[config.mk]
export PLATFORM = sky130hd
export DESIGN_NAME = mux_sel_skid
export DESIGN_NICKNAME = d
export VERILOG_FILES = /design/src/rtl/mux_sel_skid.sv
export SDC_FILE = /design/constraint.sdc
export NUM_CORES = 1
export LEC_CHECK = 0
export CORE_MARGIN = 3
export CORE_UTILIZATION = 30
export CTS_BUF_LIST = sky130_fd_sc_hd__clkbuf_16
export DETAILED_ROUTE_END_ITERATION = 10
export DONT_BUFFER_PORTS = 1
export SLEW_MARGIN = 10
export SYNTH_ARGS = -nofsm -noshare
export SYNTH_HDL_FRONTEND = slang
export SYNTH_SLANG_ARGS = --single-unit
export TNS_END_PERCENT = 10
[constraint.sdc]
create_clock -name clk -period 1.4 [get_ports clk]
set_input_delay 0.42 -clock clk [delete_from_list [all_inputs] [get_ports clk]]
set_output_delay 0.42 -clock clk [all_outputs]
set_load 0.005 [all_outputs]
[src/rtl/mux_sel_skid.sv]
// Pipelined N-input operand selector with a two-entry skid buffer on a valid/ready output.
// Out-of-range selects fall back to input 0 and are flagged and counted.
module mux_sel_skid #(
  parameter int unsigned WIDTH  = 16,
  parameter int unsigned NUM_IN = 3,
  parameter int unsigned SEL_W  = 2
) (
  input  logic                    clk,
  input  logic                    rst,
  input  logic [NUM_IN*WIDTH-1:0] in_data,
  input  logic [SEL_W-1:0]        in_sel,
  input  logic                    in_valid,
  output logic                    in_ready,
  input  logic                    flush,
  output logic [WIDTH-1:0]        out_data,
  output logic                    out_sel_err,
  output logic                    out_valid,
  input  logic                    out_ready,
  output logic [7:0]              err_count
);

  localparam int unsigned CNT_W = 8;

  typedef enum logic [1:0] {
    S_EMPTY = 2'd0,
    S_ONE   = 2'd1,
    S_TWO   = 2'd2
  } state_t;

  state_t           r_state;
  state_t           w_state_nxt;
  logic [WIDTH-1:0] r_main_data;
  logic [WIDTH-1:0] w_main_data_nxt;
  logic             r_main_err;
  logic             w_main_err_nxt;
  logic [WIDTH-1:0] r_skid_data;
  logic [WIDTH-1:0] w_skid_data_nxt;
  logic             r_skid_err;
  logic             w_skid_err_nxt;
  logic [CNT_W-1:0] r_err_count;
  logic [CNT_W-1:0] w_err_count_nxt;

  logic [WIDTH-1:0] w_sel_data;
  logic             w_sel_err;
  logic             w_main_valid;
  logic             w_skid_valid;
  logic             w_in_ready;
  logic             w_accept;
  logic             w_emit;

  // Operand select; anything outside 0..NUM_IN-1 keeps the slice-0 default and flags an error.
  always_comb begin
    w_sel_data = in_data[WIDTH-1:0];
    w_sel_err  = 1'b1;
    for (int unsigned k = 0; k < NUM_IN; k++) begin
      if (in_sel == SEL_W'(k)) begin
        w_sel_data = in_data[k*WIDTH +: WIDTH];
        w_sel_err  = 1'b0;
      end
    end
  end

  assign w_main_valid = (r_state != S_EMPTY);
  assign w_skid_valid = (r_state == S_TWO);
  assign w_in_ready   = !w_skid_valid && !flush && !rst;
  assign w_accept     = in_valid && w_in_ready;
  assign w_emit       = w_main_valid && out_ready;

  // Next-state and storage update.
  always_comb begin
    w_state_nxt     = r_state;
    w_main_data_nxt = r_main_data;
    w_main_err_nxt  = r_main_err;
    w_skid_data_nxt = r_skid_data;
    w_skid_err_nxt  = r_skid_err;
    w_err_count_nxt = r_err_count;

    if (w_accept && w_sel_err && (r_err_count != {CNT_W{1'b1}})) begin
      w_err_count_nxt = r_err_count + CNT_W'(1);
    end

    if (flush) begin
      w_state_nxt = S_EMPTY;
    end else begin
      case (r_state)
        S_EMPTY: begin
          if (w_accept) begin
            w_state_nxt     = S_ONE;
            w_main_data_nxt = w_sel_data;
            w_main_err_nxt  = w_sel_err;
          end
        end
        S_ONE: begin
          if (w_accept && w_emit) begin
            w_main_data_nxt = w_sel_data;
            w_main_err_nxt  = w_sel_err;
          end else if (w_accept) begin
            w_state_nxt     = S_TWO;
            w_skid_data_nxt = w_sel_data;
            w_skid_err_nxt  = w_sel_err;
          end else if (w_emit) begin
            w_state_nxt = S_EMPTY;
          end
        end
        S_TWO: begin
          if (w_emit) begin
            w_state_nxt     = S_ONE;
            w_main_data_nxt = r_skid_data;
            w_main_err_nxt  = r_skid_err;
          end
        end
        default: w_state_nxt = S_EMPTY;
      endcase
    end
  end

  always_ff @(posedge clk or posedge rst) begin
    if (rst) begin
      r_state     <= S_EMPTY;
      r_main_data <= '0;
      r_main_err  <= 1'b0;
      r_skid_data <= '0;
      r_skid_err  <= 1'b0;
      r_err_count <= '0;
    end else begin
      r_state     <= w_state_nxt;
      r_main_data <= w_main_data_nxt;
      r_main_err  <= w_main_err_nxt;
      r_skid_data <= w_skid_data_nxt;
      r_skid_err  <= w_skid_err_nxt;
      r_err_count <= w_err_count_nxt;
    end
  end

  assign in_ready    = w_in_ready;
  assign out_valid   = w_main_valid;
  assign out_data    = r_main_data;
  assign out_sel_err = r_main_err;
  assign err_count   = r_err_count;

endmodule

==> impl_results.md, run 1 <==
- Overall Global Routing Usage: 0.138
- Placed cells: 357
- Max frequency: 0.624 GHz
- Switching power: 0.000985 W
- Synthesized area: 2390 µm²
- Internal Power: 0.00266 W
- Overflow after GRT: 0
- Pwr Density: 1240 nW/µm²
- Critical path's largest stage delay: 410 ps
- Core Util, Final: 0.394
- Cells after Synth: 247
- Worst Max-Slew Pin Slew: 804 ps
- Ys async rst share: 1.00
- Routed Wire Length: 6060 µm
- Status: finished with violations
- Vias: 1937
- Largest net degree at the start of global routing: 45
- Iter 0 DRT Violations: 88
- Multi-input logic area: 1260 µm²
- H-tree Lvls: 2
- Worst hold path type: primary input to register
- Worst Reg-to-Reg Cells: 6
- Yosys cell types: 45
- Fin crit period: 1600 ps
- Wirelength per Cell: 16.5 µm
- Layout cell share with drive strength beyond 1: 0.260
- Initial antenna violation count: 0
- Final Max Tran Viols: 0
- Die ar.: 9060 µm²
- Core ar.: 7490 µm²
- Final period utilization: 1.14
- Yosys top cell by area: dfrtp_1
- Max Cap Viol: 0
- Synth top cells by count: nor2_1, dfrtp_1, nand2_1
- Critical path's slowest cell: dfrtp_1
- IO Pins: 82
- Avg Inst Size Synth: 9.66 µm²
- Element type at the critical path end: output pin
- Combinational Power Share: 0.179
- Die H: 95.2 µm
- Max-slew headroom: 0.463
- Fillers: 735
- Post-Layout Cell Count: 368
- Worst EP arrival: 1180 ps
- Sequential power share: 0.450
- CP cell instances: buf_4 -> and2b_1 -> nor3_2
- Top cell type's share of synthesized area: 0.461
- Clock power frac: 0.371
- Hold endpoint: r_state[0]
- CTS Buffer Depth: 2
- Initial Utilization: 0.319
- P&R area growth vs syn: 23.5%
- Die X: 95.2 µm
- GP Congestion: 0.747
- RSZ-0062 raised after global routing: yes
- DR vias/cell: 5.26
- Pleak: 1.34 nW
- Setup violators final: 34
- R2R Path Start: r_state[1]
- R2R Path End: out_data[11]
- Clock Skew: 6.13 ps
- CTS Hold Bufs: 0
- Failing checks: setup timing
- Final Hold Viols: 0
- Worst VDD drop: 0.518 mV
- Count leader, synth: nor2_1
- Sw frac: 0.270
- Clk slew on worst S/H paths: 60 ps
- Worst Min Path Start: flush
- DRT antenna net count: 0
- Post-DP HPWL: 4290 µm
- Final worst slack: -202 ps
- Syn_nets: 303
- Worst skew pair latency: 280 ps
- CP Launch Type: register
- Synth top area cells: dfrtp_1, nor2_1, a22o_1, o31ai_1, o22ai_1
- Global-route wire length before repair: 9760 µm
- TritonCTS Buffers: 5
- Total Nets Final: 324
- TritonRoute pass-1 iters: 4
- Vias in the first global route: 1973
- CTS root buffer: clkbuf_16
- Ys Warns: 0
- Post-synth EDFFs: 0
- R2R setup slack: -110 ps
- Crit Path Class: register to output pin
- Max FO, Critical Path: 5
- Sequential cell area: 1100 µm²
- Seq/Total Area, Yosys: 0.461
- CTS tree: built
- Site row count: 31
- DRC: 0
- Port Buffers: 0
- Post-place setup slack: -268 ps
- Sink Count: 44
- Number of inserted diodes: 0
- Register bit total from synthesis: 44
- WHS Path Cells: 1
- WP data required: 980 ps
- Post-synth top flop: dfrtp_1
[power by group through the flow]
stage | Clock [W] | Combinational (W) | Sequential (W)
global route | 0.00146 | 0.000746 | 0.00167
CTS | 0.00141 | 0.000647 | 0.00164
finish | 0.00135 | 0.000654 | 0.00164
floorplan | 0 | 0.000414 | 0.00165
detailed placement | 0 | 0.000639 | 0.00167
global placement | 0 | 0.000621 | 0.00166
[layer usage]
| metal | up-vias | share of wire | GRT usage |
|---|---|---|---|
| met5 | - | 0 | 0 |
| met4 | 0 | 0.0097 | 0.0361 |
| met3 | 4 | 0.064 | 0.0450 |
| met2 | 49 | 0.49 | 0.220 |
| met1 | 952 | 0.44 | 0.181 |
| li1 | 932 | - | - |
[how the worst max path moves through the flow]
| stage | start | endpoint | slack [ps] |
|---|---|---|---|
| 2_1_floorplan | rst | out_data[6] | -610 |
| 3_3_place_gp | r_state[0] | out_data[11] | -130 |
| 3_5_place_dp | in_sel[1] | out_data[10] | -270 |
| 4_1_cts | r_state[1] | in_ready | -200 |
| 5_1_grt | r_state[1] | in_ready | -280 |
| 6_report | r_state[1] | in_ready | -200 |
[flip-flops by register name (all words and copies together), names as in the netlist]
signal,cells
r_state,2
r_skid_err,1
out_sel_err,1
err_count,8
out_data,16
r_skid_data,16
[stage by stage]
step                hold slack (ps)  instance area (µm²)  TNS [ps]  power [W]
CTS                             186                 2860     -2510    0.00370
finish                          193                 2950     -2370    0.00365
detailed placement              466                 2640     -5770    0.00231
global route                    174                 2950     -5650    0.00388
floorplan                       439                 2390    -10020    0.00207
global placement                460                 2640     -3020    0.00228
[placed cells by master (no fill, tap or decap), types with 2 or more instances in the layout]
master / n
nand2_1: 22
nor2b_4: 2
inv_1: 2
nand3_2: 2
buf_12: 4
a21oi_1: 3
xor2_1: 4
nand2b_1: 3
dfrtp_1: 43
clkbuf_16: 5
clkinvlp_4: 2
buf_4: 23
a22o_1: 15
mux2_2: 3
and2b_1: 2
o31ai_1: 10
o21ai_0: 11
buf_6: 2
nand3_1: 2
and3_2: 2
nor2_1: 50
nor4b_2: 2
o31ai_2: 5
o22ai_1: 15
o21ai_1: 7
mux2i_1: 3
[cell families after synthesis]
kind of cell / share of synthesized area
adders and majority gates: 0.00524
DFF: 0.461
buffers and inverters: 0.0477
xor gates and xnor gates: 0.0252
and+or+nand+nor: 0.211
AOI/OAI and AO/OA: 0.223
muxes: 0.0267
[worst max-delay path, delay by kind of cell, from the launching register on]
family	cells	cell delay, ps
DFF	1	410
buffers and inverters	1	170
and+or+nand+nor	2	330
[area by class of cell]
class,instances,area share
clock inverters,3,0.0157
well taps,99,0.0420
clock buffers,5,0.0425
inverters,3,0.00510
multi-input cells,185,0.427
flip-flops and latches,44,0.374
repair buffers,29,0.0934
[repair_timing]
action,CTS,global route
buffers inserted,2,1
gates resized for setup,7,20
setup endpoints to repair,43,45
pin swaps,1,2
No activity file was read; power rests on OpenSTA's default activity.
==> inputs of run 2 (changes only) <==
--- a/config.mk
+++ b/config.mk
@@ -5,11 +5,14 @@
 export SDC_FILE = /design/constraint.sdc
 export NUM_CORES = 1
 export LEC_CHECK = 0
+export CELL_PAD_IN_SITES_DETAIL_PLACEMENT = 1
+export CELL_PAD_IN_SITES_GLOBAL_PLACEMENT = 2
 export CORE_MARGIN = 3
 export CORE_UTILIZATION = 30
 export CTS_BUF_LIST = sky130_fd_sc_hd__clkbuf_16
 export DETAILED_ROUTE_END_ITERATION = 10
 export DONT_BUFFER_PORTS = 1
+export PLACE_DENSITY_LB_ADDON = 0.1
 export SLEW_MARGIN = 10
 export SYNTH_ARGS = -nofsm -noshare
 export SYNTH_HDL_FRONTEND = slang
==> run 2 against run 1 <==
  * The flow still finishes with violations (setup timing)
  * Clock skew fell by 1.4 ps
  * Cell count increased by 1.9%
  * Clock-buffer cell count did not move
  * Sequential power about the same
  * Sequential share of layout area is 0.72 points lower
  * Global-route usage grew 1.7 points
  * Utilization rose by 0.77 points
  * Via count is 0.62% higher
  * Combinational power up 9.8%
  * Worst hold slack better by 6.3 ps
  * Power shrank 4.9%
  * Critical path type unchanged
==> impl_results.md, run 2 (synthesis results as in run 1) <==
- Fillers: 847 (was 735)
- R2R Path Start: r_state[0] (was r_state[1])
- Commonest non-fill, non-tap cell in the layout: nor2_1 (unchanged)
- Vias: 1949 (was 1937)
- Worst hold path type: primary input to register (unchanged)
- Commonest non-fill, non-tap cells in the layout: nor2_1, dfrtp_1, buf_4 (unchanged)
- Die ar.: 9060 µm² (unchanged)
- Top sig layer: met4 (unchanged)
- Setup violators final: 20 (was 34)
- Max-slew headroom: 0.610 (was 0.463)
- Overflow after GRT: 0 (unchanged)
- Max Cap Viol: 0 (unchanged)
- R2R Path End: err_count[6] (was out_data[11])
- CTS Buffer Depth: 2 (unchanged)
- CTS tree: built (unchanged)
- Worst VDD drop: 0.519 mV (was 0.518 mV)
- Pleak: 1.39 nW (was 1.34 nW)
- Wire length on met3: 398 µm (was 387 µm)
- RSZ-0062 raised after global routing: yes (unchanged)
- WL met2: 3160 µm (was 2950 µm)
- DRT antenna net count: 0 (unchanged)
- CP cell instances: buf_6 -> buf_6 -> or2_4 (was buf_4 -> and2b_1 -> nor3_2)
- Total Nets Final: 332 (was 324)
- Clock Skew: 4.77 ps (was 6.13 ps)
- DRC: 0 (unchanged)
- Port Buffers: 0 (unchanged)
- Initial Utilization: 0.319 (unchanged)
- CP Launch Point: r_state[0] (was r_state[1])
- IO Pins: 82 (unchanged)
- Crit Path Class: register to output pin (unchanged)
- TritonRoute pass-1 iters: 4 (unchanged)
- Worst skew pair latency: 280 ps (about the same)
- Met1 Wirelength: 3170 µm (was 2660 µm)
- Worst Max-Slew Pin Slew: 585 ps (was 804 ps)
- Final Max Tran Viols: 0 (unchanged)
- Core ar.: 7490 µm² (unchanged)
- Final period utilization: 1.12 (was 1.14)
- Overall Global Routing Usage: 0.155 (was 0.138)
- Setup TNS: -1750 ps (was -2370 ps)
- TritonCTS Buffers: 5 (unchanged)
- Wirelength per Cell: 18.0 µm (was 16.5 µm)
- Element type at the critical path end: output pin (unchanged)
- Failing checks: setup timing (unchanged)
- Iter 0 DRT Violations: 54 (was 88)
- Worst Reg-to-Reg Cells: 5 (was 6)
- Fin Hold WS: 200 ps (was 193 ps)
- Post-DP HPWL: 4900 µm (was 4290 µm)
- Clk slew on worst S/H paths: 60 ps (about the same)
- Global-route wire length before repair: 10600 µm (was 9760 µm)
- Pwr Density: 1150 nW/µm² (was 1240 nW/µm²)
- Vias in the first global route: 2038 (was 1973)
- Critical path's largest stage delay: 420 ps (was 410 ps)
- Die X: 95.2 µm (unchanged)
- Final Hold Viols: 0 (unchanged)
- CP most frequent cell: buf_6
- Critical path's slowest cell: dfrtp_2 (was dfrtp_1)
- Max FO, Critical Path: 3 (was 5)
- Final worst slack: -165 ps (was -202 ps)
- CTS Hold Bufs: 0 (unchanged)
- Status: finished with violations (unchanged)
- Sink Count: 44 (unchanged)
- Worst setup path end: out_valid (was in_ready)
- GP Congestion: 0.718 (was 0.747)
- CTS root buffer: clkbuf_16 (unchanged)
- Max frequency: 0.639 GHz (was 0.624 GHz)
- Initial antenna violation count: 0 (unchanged)
- Number of inserted diodes: 0 (unchanged)
- DR vias/cell: 5.20 (was 5.26)
- R2R setup slack: -110 ps (about the same)
- H-tree Lvls: 2 (unchanged)
- Routed Wire Length: 6760 µm (was 6060 µm)
- Layout cell share with drive strength beyond 1: 0.279 (was 0.260)
- WP data required: 980 ps (about the same)
- P&R area growth vs syn: 25.9% (was 23.5%)
- Worst EP arrival: 1150 ps (was 1180 ps)
- Largest net degree at the start of global routing: 45 (unchanged)
- CP Launch Type: register (unchanged)
- Die H: 95.2 µm (unchanged)
- Fin crit period: 1570 ps (was 1600 ps)
- Site row count: 31 (unchanged)
## run 2: worst max-delay path, delay by kind of cell, from the launching register on
family	cells	cell delay (ps)
DFF	1	420
buffers and inverters	2	220
and+or+nand+nor	1	220
## run 2: worst min-delay path by stage
stage	from	endpoint	cells past startpoint
after floorplan	rst	err_count[0]	1
after global placement	r_skid_data[13]	r_skid_data[13]	2
after detailed placement	r_skid_data[9]	r_skid_data[9]	2
after CTS	flush	r_state[0]	1
after global routing	flush	r_state[0]	1
final	flush	r_state[0]	1
## run 2: area by class of cell
class / count / area [µm²] / share of cell area
clock buffers: 5 / 125 / 0.0416
repair buffers: 37 / 335 / 0.112
well taps: 99 / 124 / 0.0412
inverters: 3 / 15.0 / 0.00500
multi-input cells: 185 / 1290 / 0.431
flip-flops and latches: 44 / 1100 / 0.367
clock inverters: 2 / 8.76 / 0.00292
## run 2: routing by layer
layer	GRT usage	up-vias
met3	0.0513	2
met2	0.238	47
met4	0.0397	0
met5	0	-
li1	-	945
met1	0.210	955
## run 2: power breakdown
part / total (W) / internal [W] / switching (W)
clock: 0.00111 / 0.000642 / 0.000466
combinational: 0.000718 / 0.000363 / 0.000356
sequential: 0.00164 / 0.00149 / 0.000154
## run 2: timing repair
action | in CTS | in global routing
pin swaps | 6 | 8
setup buffers | 2 | 0
resized for setup | 19 | 9
setup endpoints to repair | 43 | 42
hold endpoints to repair | 0 | 0
## run 2: through the flow
step | setup slack (ps) | instances | area, µm² | power [W] | utilization
6_report | -165 | 375 | 3000 | 0.00347 | 0.401
5_1_grt | -200 | 375 | 3000 | 0.00371 | 0.401
4_1_cts | -196 | 375 | 2950 | 0.00353 | 0.394
3_5_place_dp | -310 | 366 | 2720 | 0.00235 | 0.364
3_3_place_gp | -231 | 366 | 2720 | 0.00232 | 0.364
2_1_floorplan | -605 | 247 | 2390 | 0.00207 | -
